<file path="config.mk">
export PLATFORM = sky130hd
export DESIGN_NAME = fifo_wr_arbiter
export DESIGN_NICKNAME = d
export VERILOG_FILES = /design/src/rtl/fifo_wr_arbiter.sv
export SDC_FILE = /design/constraint.sdc
export NUM_CORES = 1
export LEC_CHECK = 0
export BUFFER_PORTS_ARGS = -buffer_cell sky130_fd_sc_hd__buf_2
export CORE_MARGIN = 8
export CORE_UTILIZATION = 35
export DETAILED_ROUTE_END_ITERATION = 10
export MAX_ROUTING_LAYER = met4
export PLACE_DENSITY = 0.71
export SLEW_MARGIN = 5
export SYNTH_ARGS = -nofsm -noshare
export SYNTH_HDL_FRONTEND = slang
export SYNTH_SLANG_ARGS = --single-unit
</file>
<file path="constraint.sdc">
create_clock -name clk -period 2.72 [get_ports clk]
set_input_delay 0.272 -clock clk [delete_from_list [all_inputs] [get_ports clk]]
set_output_delay 0.272 -clock clk [all_outputs]
set_load 0.01 [all_outputs]
</file>
<file path="src/rtl/fifo_wr_arbiter.sv">
`default_nettype none
// ============================================================================
// Module   : fifo_wr_arbiter
// Brief    : Round-robin write arbiter feeding one synchronous FIFO. The
//            winner keeps the grant for up to MAX_BURST words, then the
//            grant returns to IDLE for one cycle before the next owner is
//            picked. FIFO backpressure stalls the owner without releasing
//            the grant.
// Revision : 1.0 - initial release
// ============================================================================
module fifo_wr_arbiter #(
    parameter int N_REQ     = 4,
    parameter int D_WIDTH   = 8,
    parameter int MAX_BURST = 4
) (
    input  logic                         clk,
    input  logic                         rst,
    input  logic [N_REQ-1:0]             req_valid,
    input  logic [N_REQ*D_WIDTH-1:0]     req_data,
    output logic [N_REQ-1:0]             req_ready,
    input  logic                         fifo_full,
    output logic                         fifo_w_en,
    output logic [D_WIDTH-1:0]           fifo_data_in,
    output logic [$clog2(N_REQ)-1:0]     grant_id,
    output logic                         busy,
    output logic [15:0]                  wr_count
);

    localparam int c_ID_W = $clog2(N_REQ);

    typedef enum logic [0:0] {
        S_IDLE = 1'b0,
        S_OWN  = 1'b1
    } state_t;

    state_t              r_state;
    state_t              w_state_next;
    logic [c_ID_W-1:0]   r_owner;
    logic [c_ID_W-1:0]   w_owner_next;
    logic [c_ID_W-1:0]   r_rr_ptr;
    logic [c_ID_W-1:0]   w_rr_next;
    logic [3:0]          r_beat_cnt;
    logic [3:0]          w_beat_next;
    logic [15:0]         r_wr_count;
    logic                w_found;
    logic [c_ID_W-1:0]   w_pick;
    logic                w_xfer;

    // Round-robin search: scan downward so the lowest offset from rr_ptr wins.
    always_comb begin
        logic [c_ID_W-1:0] v_idx;
        w_found = 1'b0;
        w_pick  = r_rr_ptr;
        v_idx   = r_rr_ptr;
        for (int k = N_REQ - 1; k >= 0; k--) begin
            v_idx = r_rr_ptr + c_ID_W'(k);
            if (req_valid[v_idx]) begin
                w_found = 1'b1;
                w_pick  = v_idx;
            end
        end
    end

    // Handshake: only the owner may be accepted, and only when the FIFO has room.
    always_comb begin
        w_xfer    = (r_state == S_OWN) && req_valid[r_owner] && !fifo_full;
        req_ready = '0;
        if (w_xfer) begin
            req_ready[r_owner] = 1'b1;
        end
    end

    // Next-state logic: grant on demand, release on burst limit or owner drop.
    always_comb begin
        w_state_next = r_state;
        w_owner_next = r_owner;
        w_rr_next    = r_rr_ptr;
        w_beat_next  = r_beat_cnt;
        case (r_state)
            S_IDLE: begin
                if (w_found) begin
                    w_state_next = S_OWN;
                    w_owner_next = w_pick;
                    w_beat_next  = 4'd0;
                end
            end
            S_OWN: begin
                if (!req_valid[r_owner]) begin
                    w_state_next = S_IDLE;
                    w_rr_next    = r_owner + c_ID_W'(1);
                end else if (w_xfer) begin
                    w_beat_next = r_beat_cnt + 4'd1;
                    if ((r_beat_cnt + 4'd1) == 4'(MAX_BURST)) begin
                        w_state_next = S_IDLE;
                        w_rr_next    = r_owner + c_ID_W'(1);
                    end
                end
            end
            default: begin
                w_state_next = S_IDLE;
            end
        endcase
    end

    // State, owner, pointer and burst counter registers.
    always_ff @(posedge clk or posedge rst) begin
        if (rst) begin
            r_state    <= S_IDLE;
            r_owner    <= '0;
            r_rr_ptr   <= '0;
            r_beat_cnt <= 4'd0;
        end else begin
            r_state    <= w_state_next;
            r_owner    <= w_owner_next;
            r_rr_ptr   <= w_rr_next;
            r_beat_cnt <= w_beat_next;
        end
    end

    // Running count of words written to the FIFO; wraps naturally at 16 bits.
    always_ff @(posedge clk or posedge rst) begin
        if (rst) begin
            r_wr_count <= 16'd0;
        end else if (w_xfer) begin
            r_wr_count <= r_wr_count + 16'd1;
        end
    end

    assign fifo_w_en    = w_xfer;
    assign fifo_data_in = req_data[r_owner*D_WIDTH +: D_WIDTH];
    assign grant_id     = r_owner;
    assign busy         = (r_state == S_OWN);
    assign wr_count     = r_wr_count;

endmodule
`default_nettype wire
</file>
==> reports/results.txt <==
Run status = finished, final reports clean
Die ar. = 6870 µm²
DRT iter0 DRCs = 57
Post-synthesis sequential area ratio = 0.400
P_leak = 1.04 nW
Area Overhead vs Synth = 27.8%
Top-count cell post-synth = dfrtp_1
Die span in y = 82.9 µm
WP data required = 2.45 ns
Yosys Warn Count = 0
Number of synthesized flops with an enable pin = 0
Resized cells post-CTS = 0
Max Fclk = 486 MHz
CTS tree = yes
Syn avg cell area = 11.5 µm²
Post-CTS Setup Bufs = 0
Cell Area, Synth = 1570 µm²
Wire length of the first global-routing pass = 7020 µm
Total track usage = 0.125
Placed cell areas = 1950 µm²
Die Wd = 82.9 µm
Power Dens Cells = 791 nW/µm²
Critical-path top delay cell = dfrtp_1
Worst-Margin Slew = 0.944 ns
Top cells by count, synth = 25 x dfrtp_1, 13 x xnor2_1, 10 x nand2_1
Clk_lat worst skew = 0.27 ns
GR peak layer = met2
Crit path max fanout = 16
Max-Slew Margin vs Limit = 0.370
Critical setup path kind = flip-flop to primary output
Routed len/inst = 16.7 µm
Core Rows = 24
H-tree Lvls = 1
Clock Pin Slew Worst Setup and Hold Paths = 0.09 ns
Synth area leader = dfrtp_1
Maximum clock path buffer count = 2
Sum Neg Setup Slack = 0 ns
Antenna Diode Count = 0
FF-to-FF End = wr_count[5]
Share of cells above drive strength 1 = 0.466
Post-DP HPWL = 3570 µm
Dominant cells by area after synthesis = dfrtp_1 40%, mux4_2 13%, xnor2_1 7.3%, ha_1 5.6%, mux2_2 3.6%
Minimum clock period = 2.06 ns
Final setup fails = 0
Top-area cell type share of the netlist area = 0.400
Total Wirelength = 4300 µm
RSZ-0062 raised after global routing = false
Hold Path Class = primary input to async pin
Library cells used by synthesis = 34
Worst-case reg-to-reg path depth = 5
Worst r2r src = grant_id[1]
Total gr overflow = 0
Total CTS buffers = 3
Final instance area = 2000 µm²
Input/output buffers = 70
FILL cells = 420
Syn Nets = 182
Vias in the first global route = 1439
Max-capacitance violation count = 0
Via count = 1374
Mapped Cells = 136
Gpl congestion = 0.849
Worst endpoint data arrival time = 1.79 ns
Synthesized flop and latch total = 25
Crit. End Element = primary output
I/O pin cnt = 71
Antenna Violating Nets Remaining = 0
Core Area = 4320 µm²
Detailed Routing Iterations Pass 1 = 4
Reg2reg setup slack = 0.77 ns
# DRC = 0
Clock Tree Root = clkbuf_8
TritonCTS Sinks = 25
Pin count of the biggest net entering global routing = 26
Crit-path cells = mux4_2, and2_4, buf_2
Fin crit share = 0.757
GR Layer Usage met2 = 0.211
Met3 usage = 0.0449
Highest cell delay on the worst timing path = 0.70 ns
Cts hold-fix bufs = 0
Clk_skew = 0.00261 ns
Peak VDD IR = 0.274 mV
Post-synth ARST share = 1.00
Final net count = 253
GRT met1 Usage = 0.136
Initial Utilization = 0.362
Vias per Instance = 5.33
Slew Limit Fails = 0
Startpoint types = flip-flop
Post-synth top flop = dfrtp_1
Final Hold Viols = 0
Initial antenna violation count = 0
[how the worst max path moves through the flow]
| stage | from | endpoint | slack, ns | cells past startpoint |
|---|---|---|---|---|
| 4_1_cts | grant_id[1] | fifo_w_en | 0.64 | 3 |
| 3_3_place_gp | grant_id[1] | wr_count[5] | 0.84 | 5 |
| 3_5_place_dp | grant_id[1] | wr_count[5] | 0.75 | 5 |
| 5_1_grt | grant_id[1] | fifo_w_en | 0.55 | 3 |
| 6_report | grant_id[1] | fifo_w_en | 0.66 | 3 |
| 2_1_floorplan | grant_id[0] | r_beat_cnt[2] | 0.95 | 6 |
[power by group]
part           switching (W)  total (W)  internal, W
combinational       0.000370   0.000763     0.000393
clock               0.000119   0.000221     0.000103
sequential          0.000138   0.000598     0.000460
total               0.000627    0.00158     0.000955
[logic make-up (layout without fill, tap and decap cells)]
kind of cell	count (synthesis)	in the layout	share of synthesized area
DFF	25	25	0.400
and+or+nand+nor	43	43	0.170
buffers and inverters	10	80	0.0336
adders and majority gates	7	7	0.0560
xor gates and xnor gates	17	17	0.0951
AOI/OAI and AO/OA	19	19	0.0735
muxes	15	15	0.172
[layout make-up]
| type | instances | area (µm²) | area share |
|---|---|---|---|
| flip-flops and latches | 25 | 626 | 0.313 |
| inverters | 5 | 18.8 | 0.00938 |
| well taps | 52 | 65.1 | 0.0325 |
| clock inverters | 1 | 5.00 | 0.00250 |
| repair buffers | 71 | 358 | 0.179 |
| multi-input cells | 101 | 887 | 0.443 |
| clock buffers | 3 | 41.3 | 0.0206 |
[through the flow]
stage	utilization	hold WS, ns	total power [W]	setup WS (ns)	instances
floorplan	-	0.299	0.00111	0.950	136
global placement	0.452	0.461	0.00137	0.841	254
detailed placement	0.452	0.463	0.00139	0.749	254
CTS	0.463	0.230	0.00161	0.637	258
global route	0.463	0.283	0.00171	0.546	258
finish	0.463	0.202	0.00158	0.662	258
[cells in the final DEF, fill, tap and decap left out, drive strengths merged, types with 6 or more instances in the layout]
cell / netlist / final
nor2: 6 / 6
o21ai: 8 / 8
nand2: 10 / 10
nand3: 6 / 6
and3: 7 / 7
ha: 7 / 7
xnor2: 13 / 13
mux4: 9 / 9
buf: 4 / 71
dfrtp: 25 / 25
[critical path, delay by kind of cell, from the launching register on]
| kind | cells | cell delay [ns] |
|---|---|---|
| mux | 1 | 0.45 |
| flops | 1 | 0.70 |
| buf+inv | 1 | 0.15 |
| simple gates | 1 | 0.21 |
[routing by layer]
layer,wire length (µm),part of all wire
met3,368,0.086
met4,74,0.017
met5,0,0
met1,1810,0.42
met2,2050,0.48
[flip-flops by register name (all words and copies together), names as in the netlist]
name        flops
grant_id        2
wr_count       16
busy            1
r_rr_ptr        2
r_beat_cnt      4
Note: power is estimated with default switching activity, not from simulation.
